`config.mk`:
```
export PLATFORM = sky130hd
export DESIGN_NAME = uart_rx_cfg
export DESIGN_NICKNAME = d
export VERILOG_FILES = /design/src/rtl/uart_rx_cfg.sv
export SDC_FILE = /design/constraint.sdc
export NUM_CORES = 1
export LEC_CHECK = 0
export ABC_AREA = 0
export ABC_CLOCK_PERIOD_IN_PS = 2900
export CORE_MARGIN = 3
export CORE_UTILIZATION = 58
export DETAILED_ROUTE_END_ITERATION = 10
export HOLD_SLACK_MARGIN = 0.03
export MAX_ROUTING_LAYER = met4
export PLACE_DENSITY = 0.82
export SYNTH_ARGS = -nofsm -noshare
export SYNTH_HDL_FRONTEND = slang
export SYNTH_SLANG_ARGS = --single-unit
```
`constraint.sdc`:
```
create_clock -name I_sys_clk -period 2.9 [get_ports I_sys_clk]
set_input_delay 0.87 -clock I_sys_clk [delete_from_list [all_inputs] [get_ports I_sys_clk]]
set_output_delay 0.87 -clock I_sys_clk [all_outputs]
set_load 0.02 [all_outputs]
```
`src/rtl/uart_rx_cfg.sv`:
```
// Oversampling UART receiver: 2-flop synchroniser, mid-bit sampling, stop/parity checking.
// Define UART_RX_CFG_PARITY_EN to add a parity bit between the data and stop bits.
module uart_rx_cfg #(
  parameter int DATA_WIDTH = 8,
  parameter int OVERSAMPLE = 16,
  parameter int STOP_BITS  = 1
) (
  input  logic                  I_sys_clk,
  input  logic                  I_rst,
  input  logic                  I_rx_serial_data,
  input  logic                  I_baud_tick,
  input  logic                  I_parity_odd,
  output logic [DATA_WIDTH-1:0] o_read_data,
  output logic                  o_read_data_valid,
  output logic                  o_frame_err,
  output logic                  o_parity_err,
  output logic                  o_busy
);

  localparam int CW = $clog2(OVERSAMPLE);
  localparam int BW = $clog2(DATA_WIDTH);

  localparam logic [CW-1:0] HALF_CNT  = CW'(OVERSAMPLE / 2 - 1);
  localparam logic [CW-1:0] LAST_CNT  = CW'(OVERSAMPLE - 1);
  localparam logic [BW-1:0] LAST_DATA = BW'(DATA_WIDTH - 1);
  localparam logic [BW-1:0] LAST_STOP = BW'(STOP_BITS - 1);

  localparam logic [2:0] ST_IDLE   = 3'd0;
  localparam logic [2:0] ST_START  = 3'd1;
  localparam logic [2:0] ST_DATA   = 3'd2;
`ifdef UART_RX_CFG_PARITY_EN
  localparam logic [2:0] ST_PARITY = 3'd3;
`endif
  localparam logic [2:0] ST_STOP   = 3'd4;

  logic                  sync1_q, sync2_q;
  logic [2:0]            state_q, state_d;
  logic [CW-1:0]         cnt_q, cnt_d;
  logic [BW-1:0]         bit_cnt_q, bit_cnt_d;
  logic [DATA_WIDTH-1:0] shift_q, shift_d;
  logic                  armed_q, armed_d;
  logic                  ferr_pend_q, ferr_pend_d;
  logic                  perr_pend_q, perr_pend_d;
  logic [DATA_WIDTH-1:0] data_q, data_d;
  logic                  valid_q, valid_d;
  logic                  frame_err_q, frame_err_d;
  logic                  parity_err_q, parity_err_d;
  logic                  rx_s;
  logic                  sample_pt;
  logic                  ferr_now;

  assign rx_s      = sync2_q;
  assign sample_pt = I_baud_tick && (cnt_q == LAST_CNT);

  always_comb begin
    state_d      = state_q;
    cnt_d        = cnt_q;
    bit_cnt_d    = bit_cnt_q;
    shift_d      = shift_q;
    armed_d      = armed_q;
    ferr_pend_d  = ferr_pend_q;
    perr_pend_d  = perr_pend_q;
    data_d       = data_q;
    valid_d      = 1'b0;
    frame_err_d  = 1'b0;
    parity_err_d = 1'b0;
    ferr_now     = ferr_pend_q | ~rx_s;

    if (I_baud_tick) begin
      cnt_d = cnt_q + 1'b1;
    end

    case (state_q)
      ST_IDLE: begin
        cnt_d       = '0;
        bit_cnt_d   = '0;
        ferr_pend_d = 1'b0;
        perr_pend_d = 1'b0;
        // A line held low after a bad stop bit must be seen high before re-arming.
        if (rx_s) begin
          armed_d = 1'b1;
        end else if (armed_q) begin
          state_d = ST_START;
        end
      end
      ST_START: begin
        if (I_baud_tick && (cnt_q == HALF_CNT)) begin
          cnt_d   = '0;
          state_d = rx_s ? ST_IDLE : ST_DATA;
        end
      end
      ST_DATA: begin
        if (sample_pt) begin
          cnt_d   = '0;
          shift_d = {rx_s, shift_q[DATA_WIDTH-1:1]};
          if (bit_cnt_q == LAST_DATA) begin
            bit_cnt_d = '0;
`ifdef UART_RX_CFG_PARITY_EN
            state_d = ST_PARITY;
`else
            state_d = ST_STOP;
`endif
          end else begin
            bit_cnt_d = bit_cnt_q + 1'b1;
          end
        end
      end
`ifdef UART_RX_CFG_PARITY_EN
      ST_PARITY: begin
        if (sample_pt) begin
          cnt_d   = '0;
          state_d = ST_STOP;
          if (rx_s != ((^shift_q) ^ I_parity_odd)) begin
            perr_pend_d = 1'b1;
          end
        end
      end
`endif
      ST_STOP: begin
        if (sample_pt) begin
          cnt_d = '0;
          if (bit_cnt_q == LAST_STOP) begin
            data_d       = shift_q;
            valid_d      = 1'b1;
            frame_err_d  = ferr_now;
            parity_err_d = perr_pend_q;
            armed_d      = ~ferr_now;
            ferr_pend_d  = 1'b0;
            perr_pend_d  = 1'b0;
            bit_cnt_d    = '0;
            state_d      = ST_IDLE;
          end else begin
            ferr_pend_d = ferr_now;
            bit_cnt_d   = bit_cnt_q + 1'b1;
          end
        end
      end
      default: begin
        state_d = ST_IDLE;
      end
    endcase
  end

  always_ff @(posedge I_sys_clk or posedge I_rst) begin
    if (I_rst) begin
      sync1_q      <= 1'b1;
      sync2_q      <= 1'b1;
      state_q      <= ST_IDLE;
      cnt_q        <= '0;
      bit_cnt_q    <= '0;
      shift_q      <= '0;
      armed_q      <= 1'b1;
      ferr_pend_q  <= 1'b0;
      perr_pend_q  <= 1'b0;
      data_q       <= '0;
      valid_q      <= 1'b0;
      frame_err_q  <= 1'b0;
      parity_err_q <= 1'b0;
    end else begin
      sync1_q      <= I_rx_serial_data;
      sync2_q      <= sync1_q;
      state_q      <= state_d;
      cnt_q        <= cnt_d;
      bit_cnt_q    <= bit_cnt_d;
      shift_q      <= shift_d;
      armed_q      <= armed_d;
      ferr_pend_q  <= ferr_pend_d;
      perr_pend_q  <= perr_pend_d;
      data_q       <= data_d;
      valid_q      <= valid_d;
      frame_err_q  <= frame_err_d;
      parity_err_q <= parity_err_d;
    end
  end

`ifdef UART_RX_CFG_PARITY_EN
  assign o_parity_err = parity_err_q;
`else
  logic unused_parity;
  assign unused_parity = I_parity_odd ^ parity_err_q;
  assign o_parity_err  = 1'b0;
`endif

  assign o_read_data       = data_q;
  assign o_read_data_valid = valid_q;
  assign o_frame_err       = frame_err_q;
  assign o_busy            = (state_q != ST_IDLE);

endmodule

```
== After elaboration in Yosys (flattened, before gate mapping) ==
Index checks and enable logic that the tools add are counted.
W data, S select, Z words.

* Register bits: 32
* Bits in latches: 0
* Memory bits (writable): 0
* ROM bits: 0
* Input bits: 5
* Output and inout port bits: 12
* Logic and storage cells: 75
* Memories: 0

* Add/subtract/negate cells: 2
* Multipliers: 0
* Div/mod/pow operators: 0
* Order comparisons: 0
* Eq/ne operators: 14
* Shift operators: 0
* Mux-type cells: 31
* Bitwise operators: 3
* Reduce and logical (&&, ||, !) cells: 14

{| class="wikitable"
|+ Operators with widths
! kind !! number
|-
| $mux W3 || 11
|-
| $ne A2 B2 Y1 const B || 8
|-
| $mux W4 || 3
|-
| $pmux W3 S4 || 1
|-
| $pmux W4 S3 || 1
|-
| $mux W1 || 11
|-
| $pmux W3 S3 || 1
|-
| $reduce_and A7 Y1 || 1
|-
| $eq A3 B3 Y1 const B || 2
|-
| $logic_not A3 Y1 || 2
|-
| $reduce_and A3 Y1 || 2
|-
| $reduce_bool A3 Y1 || 2
|-
| $add A4 B1 Y4 const B || 1
|-
| $eq A4 B3 Y1 const B || 1
|-
| $eq A4 B4 Y1 const B || 1
|-
| $pmux W1 S2 || 2
|-
| $reduce_and A2 Y1 || 2
|-
| $reduce_and A4 Y1 || 1
|-
| $add A3 B1 Y3 const B || 1
|-
| $eq A3 B1 Y1 const B || 1
|-
| $eq A3 B2 Y1 const B || 1
|-
| $logic_and A1 B1 Y1 || 2
|-
| $mux W2 || 1
|-
| $not A1 Y1 || 2
|-
| other kinds (3) || 3
|}

== Longest topological paths before layout ==
Gate-level depths: netlist (run 1).

* Depth after elaboration: 6
* Mapped depth: 7
* Depth with buffers taken out: 6

== Worst setup path after synthesis (run 1) ==
OpenSTA, ideal clock, no wires.

* Path kind: in2reg
* Start point: in I_baud_tick
* End point: reg bit_cnt_q[0]
* Setup time: 0.083 ns
* Arrival: 2.020 ns
* Data required time: 2.817 ns
* Path slack: 0.797 ns
* Cell stages on the path: 5
* Path buffers: 1
* Path through: buf_2 -> nand4_4 -> maj3_2 -> or4_1 -> o21ai_0

* Word-level cells in the longest chain between the ends: 3
* Elaborated cells between the ends (all ways): 4
* Classes of those cells: eq/ne (2); reduce/logical (2)

{| class="wikitable"
|+ Ends and longest elaborated chain
! element !! line !! text
|-
| start: declaration || 11 || <nowiki>input logic I_baud_tick,</nowiki>
|-
| $logic_and A1 B1 Y1 * || 53 || <nowiki>assign sample_pt = I_baud_tick && (cnt_q == LAST_CNT);</nowiki>
|-
| $ne A2 B2 Y1 (no line) || -- ||
|-
| $reduce_and A3 Y1 (no line) * || -- ||
|-
| end signal: assignment || 164 || <nowiki>bit_cnt_q <= bit_cnt_d;</nowiki>
|-
| end: declaration || 39 || <nowiki>logic [BW-1:0] bit_cnt_q, bit_cnt_d;</nowiki>
|}

Every way passes the cells marked *; elsewhere a longest branch is shown, timed or not.
A chain may end at the register's enable or synchronous reset.

== Worst setup path in the final report (run 1) ==
* Start point: reg state_q[1]
* End point: out o_busy

* Word-level cells in the longest chain between the ends: 1

{| class="wikitable"
|+ Ends and longest elaborated chain
! element !! line !! text
|-
| start: declaration || 37 || <nowiki>logic [2:0] state_q, state_d;</nowiki>
|-
| start signal: assignment || 162 || <nowiki>state_q <= state_d;</nowiki>
|-
| $reduce_bool A3 Y1 || 187 || <nowiki>assign o_busy = (state_q != ST_IDLE);</nowiki>
|-
| end: declaration || 17 || <nowiki>output logic o_busy</nowiki>
|}

No other way between the ends.

==> impl_metrics.env, run 1 <==
export IMPL_status="finished, final reports clean"
export IMPL_syn_area_per_cell_um2=12.1
export IMPL_setup_viol=0
export IMPL_routed_wl_mm=2.66
export IMPL_slowest_stage="dfrtp_1"
export IMPL_async_flop_share_pct=100
export IMPL_dieArea_um2=3210
export IMPL_register_area_um2=805
export IMPL_grt_pass1_vias=1075
export IMPL_power_density_nw_per_um2=722
export IMPL_vias_per_cell=5.95
export IMPL_tritoncts="built"
export IMPL_path_cells="or3_4 -> clkdlybuf4s50_1"
export IMPL_pin_count=17
export IMPL_totalPowerFinal_w=0.00124
export IMPL_root_buffer="clkbuf_4"
export IMPL_syn_to_final_growth_pct=15.6
export IMPL_drt_antenna_violating_nets=0
export IMPL_io_buffers=14
export IMPL_synth_warnings=0
export IMPL_synth_area_top_cells="dfrtp_1, mux2_2, dfstp_2, ha_1, inv_1"
export IMPL_firstDrtPassIters=4
export IMPL_die_h_um=56.6
export IMPL_yosysTopAreaCell="dfrtp_1"
export IMPL_netlist_cell_type_count=42
export IMPL_drc=0
export IMPL_diodes=0
export IMPL_grt_use_total_pct=19.4
export IMPL_maxCapViolations=0
export IMPL_critPathMaxFanout=15
export IMPL_critPathRequiredTime_ps=2030
export IMPL_start_kind="register"
export IMPL_drt_iter0_markers=36
export IMPL_hold_buffers=0
export IMPL_skew_ps=3.85
export IMPL_h_tree_depth=2
export IMPL_rsz0062_at_grt="no"
export IMPL_cp_arrival_ps=1920
export IMPL_synth_seq_cells=32
export IMPL_grt_first_pass_wirelength_mm=4.69
export IMPL_multi_input_area_um2=621
export IMPL_cts_resized=0
export IMPL_synth_top_area_share_pct=48.8
export IMPL_clk_path_buf_depth=2
export IMPL_initial_core_util_pct=64.1
export IMPL_ys_seq_area_share_pct=54.1
export IMPL_netlist_top_cells_count="dfrtp_1, mux2_2, inv_1"
export IMPL_dp_hpwl_mm=1.83
export IMPL_syn_area_um2=1490
export IMPL_period_needed_ps=2790
export IMPL_postSynthCellCount=123
export IMPL_worstSkewPairLatency_ps=320
export IMPL_die_w_um=56.6
export IMPL_gp_routability_congestion=0.819
export IMPL_fin_nets=148
export IMPL_tns_ps=0
export IMPL_gr_total_overflow=0
export IMPL_cts_sinks=32
export IMPL_postCtsSetupBuffers=0
export IMPL_hold_class="register to register"
export IMPL_antenna_found_initial=0
export IMPL_filler_cell_count=154
export IMPL_max_stage_delay_ps=570
export IMPL_p_leak_nw=0.833
export IMPL_finalHoldViolations=0
export IMPL_routedWlPerCell_um=15.8
export IMPL_row_count=17
export IMPL_yosysMostFrequentCell="dfrtp_1"
export IMPL_critPathKind="register to output port"
export IMPL_cts_made_buffers=5
export IMPL_end_kind="output port"
export IMPL_ys_dominant_reg_cell="dfrtp_1"
export IMPL_synth_nets=132
export IMPL_clk_pin_slew_ps=100
export IMPL_num_vias=1000
export IMPL_grt_max_degree=29
export IMPL_synth_edf_count=0
export IMPL_post_route_period_util_pct=96.2
export IMPL_vdd_drop_max_uv=591
export IMPL_clock_fmax_mhz=358
export IMPL_drv_slew=0
export IMPL_coreArea_um2=2320
export IMPL_drive_gt1_share_pct=25.0
[metal layers]
| metal | routed length [µm] | GRT usage (%) |
|---|---|---|
| met4 | 49 | 9.15 |
| met5 | 0 | - |
| met1 | 1190 | 22.3 |
| met2 | 1320 | 31.4 |
| met3 | 101 | 5.29 |
[stage by stage]
step | hold slack, ps | setup slack, ps | cells | cell area, µm² | util (%)
after floorplan | 345 | 797 | 123 | 1490 | -
after global placement | 349 | 210 | 160 | 1640 | 70.8
after detailed placement | 355 | 187 | 160 | 1640 | 70.8
after CTS | 370 | 106 | 168 | 1720 | 74.1
after global routing | 379 | 59.1 | 168 | 1720 | 74.1
final | 371 | 110 | 168 | 1720 | 74.1
[logic make-up after synthesis]
| family | after synthesis | share of synthesized area, % |
|---|---|---|
| multiplexers | 18 | 13.8 |
| AND/OR/NAND/NOR | 32 | 12.6 |
| XOR/XNOR | 2 | 1.18 |
| flip-flops | 32 | 54.1 |
| adder cells (fa/ha/maj) | 6 | 4.80 |
| buffers and inverters | 14 | 4.13 |
| other | 1 | 0.252 |
| AO/OA/AOI/OAI | 18 | 9.09 |
[area by class of cell]
cell class | instances | share of cell area (%)
clock buffer | 6 | 2.40
clock inverter | 2 | 2.04
tap | 28 | 2.04
multi-input combinational | 77 | 36.1
sequential | 32 | 46.8
timing repair buffer | 16 | 9.03
inverter | 7 | 1.53
[layout by cell type, fill, tap and decap left out, drive strengths merged, types with 2 or more instances in the layout]
master         count
dfstp              3
inv                7
dfrtp             29
o21ai              2
nor4               2
a21oi              5
mux2              17
nand2b             2
clkdlybuf4s50     14
buf                2
ha                 4
nand2              6
clkbuf             6
or3                3
nand4              2
a2bb2oi            2
nor2               6
nand3              2
nor3               4
maj3               2
[path summary, 6_finish.rpt]
kind / from / to / slack [ps] / depth (start not counted)
worst max-delay path: state_q[1] / o_busy / 110 / 2
worst min-delay path: sync1_q / rx_s / 370 / 0
worst max register to register: state_q[1] / state_q[1] / 890 / 4
worst min register to register: sync1_q / rx_s / 370 / 0
max in group asynchronous: I_rst / armed_q / 1560 / 3
min in group asynchronous: I_rst / shift_q[4] / 720 / 2
[sequential cells by signal, summed over array words and instances, names as in the netlist]
register	cells
o_read_data	8
shift_q	8
cnt_q	4
bit_cnt_q	3
state_q	3
armed_q	1
ferr_pend_q	1
o_frame_err	1
o_read_data_valid	1
rx_s	1
sync1_q	1
[worst max-delay path: cells and delay by family, from the launching register on]
family	cells	cell delay [ps]
flops	1	570
buf+inv	1	550
simple gates	1	470
[report_power, final]
group          switching, W  total [W]  internal [W]
combinational      0.000172   0.000330      0.000158
sequential        0.0000956   0.000583      0.000488
clock              0.000146   0.000327      0.000181
Note: power is estimated with default switching activity, not from simulation.
==> run 2: changes to the inputs <==
- CORE_UTILIZATION: 58 -> 61
- CTS_BUF_LIST: default -> sky130_fd_sc_hd__clkbuf_2 sky130_fd_sc_hd__clkbuf_4 sky130_fd_sc_hd__clkbuf_8
- PLACE_DENSITY: 0.82 -> default
- PLACE_DENSITY_LB_ADDON: default -> 0.08
==> impl_metrics.env, run 2 (synthesis gave the netlist of run 1 again) <==
export IMPL_gr_total_overflow=0
export IMPL_grt_max_degree=33
export IMPL_die_w_um=55.4
export IMPL_final_common_cell="dfrtp_1"
export IMPL_die_h_um=55.4
export IMPL_cp_arrival_ps=1870
export IMPL_worst_path_buf_inv=1
export IMPL_max_stage_delay_ps=550
export IMPL_routed_wl_mm=2.42
export IMPL_cts_resized=0
export IMPL_routedWlPerCell_um=14.4
export IMPL_cp_top_family="flip-flops"
export IMPL_final_core_util_pct=75.7
export IMPL_diodes=0
export IMPL_power_density_nw_per_um2=687
export IMPL_drt_iter0_markers=10
export IMPL_grt_first_pass_wirelength_mm=4.42
export IMPL_status="finished, final reports clean"
export IMPL_drc=0
export IMPL_hold_buffers=0
export IMPL_dieArea_um2=3070
export IMPL_slowest_stage="dfrtp_1"
export IMPL_path_cells="or3_4 -> clkdlybuf4s50_1"
export IMPL_rsz0062_at_grt="no"
export IMPL_critPathRequiredTime_ps=2030
export IMPL_worstSkewPairLatency_ps=320
export IMPL_setup_viol=0
export IMPL_gp_routability_congestion=0.858
export IMPL_maxCapViolations=0
export IMPL_grt_pass1_vias=1022
export IMPL_critPathKind="register to output port"
export IMPL_grt_use_total_pct=18.8
export IMPL_clk_pin_slew_ps=90
export IMPL_post_route_period_util_pct=94.3
export IMPL_period_needed_ps=2740
export IMPL_finalHoldViolations=0
export IMPL_clock_fmax_mhz=366
export IMPL_drt_antenna_violating_nets=0
export IMPL_pin_count=17
export IMPL_antenna_found_initial=0
export IMPL_clk_path_buf_depth=2
export IMPL_drv_slew=0
export IMPL_fin_nets=148
export IMPL_drive_gt1_share_pct=25.7
export IMPL_end_kind="output port"
export IMPL_firstDrtPassIters=4
export IMPL_io_buffers=14
export IMPL_cts_made_buffers=5
export IMPL_vdd_drop_max_uv=560
export IMPL_initial_core_util_pct=65.9
export IMPL_syn_to_final_growth_pct=14.9
export IMPL_vias_per_cell=5.73
export IMPL_hold_class="register to register"
export IMPL_final_cell_mix="dfrtp_1, mux2_2, clkdlybuf4s50_1"
export IMPL_row_count=17
export IMPL_cts_sinks=32
export IMPL_skew_ps=5.32
export IMPL_p_leak_nw=0.826
export IMPL_tritoncts="built"
export IMPL_start_kind="register"
export IMPL_totalPowerFinal_w=0.00117
export IMPL_coreArea_um2=2250
export IMPL_critPathMaxFanout=15
export IMPL_postCtsSetupBuffers=0
export IMPL_root_buffer="clkbuf_4"
export IMPL_h_tree_depth=2
export IMPL_tns_ps=0
export IMPL_dp_hpwl_mm=1.75
export IMPL_num_vias=963
[run 2: cell count changes in the layout (fill, tap and decap cells not counted), sizes merged]
| cell | previous run | this run |
|---|---|---|
| clkinv | 1 | 0 |
| bufinv | 1 | 0 |
| clkinvlp | 0 | 1 |
| clkbuf | 6 | 7 |
[run 2: path summary, 6_finish.rpt]
check | start | to | depth (start not counted) | slack, ps
min in group asynchronous | I_rst | shift_q[0] | 3 | 910
hold reg to reg | sync1_q | rx_s | 0 | 370
hold / removal | sync1_q | rx_s | 0 | 370
max in group asynchronous | I_rst | armed_q | 3 | 1670
setup / recovery | state_q[1] | o_busy | 2 | 160
setup reg to reg | state_q[1] | state_q[1] | 4 | 970
[run 2: layer usage]
layer | global-route usage [%] | part of all wire [%] | vias up | routed length (µm)
li1 | - | - | 469 | -
met1 | 21.5 | 46 | 463 | 1130
met2 | 30.6 | 48 | 25 | 1150
met3 | 7.01 | 4.4 | 6 | 106
met4 | 6.25 | 1.5 | 0 | 36
met5 | - | 0 | - | 0
[run 2: cell type report]
type	count	area [µm²]
Inverter	7	26.3
Clock inverter	1	7.51
Sequential cell	32	805
Timing Repair Buffer	16	155
Clock buffer	7	58.8
Tap cell	28	35.0
Fill cell	162	547
Multi-Input combinational cell	77	621
[run 2: power breakdown]
group / total (W) / internal, W / switching, W
sequential: 0.000579 / 0.000488 / 0.0000915
combinational: 0.000323 / 0.000158 / 0.000165
clock: 0.000271 / 0.000128 / 0.000143
total: 0.00117 / 0.000774 / 0.000399
[run 2: per-stage QoR]
stage	cells	worst slack, ps	area, µm²	hold WS (ps)
2_1_floorplan	123	797	1490	345
3_3_place_gp	160	205	1640	346
3_5_place_dp	160	175	1640	353
4_1_cts	168	160	1710	367
5_1_grt	168	77.3	1710	372
6_report	168	164	1710	367
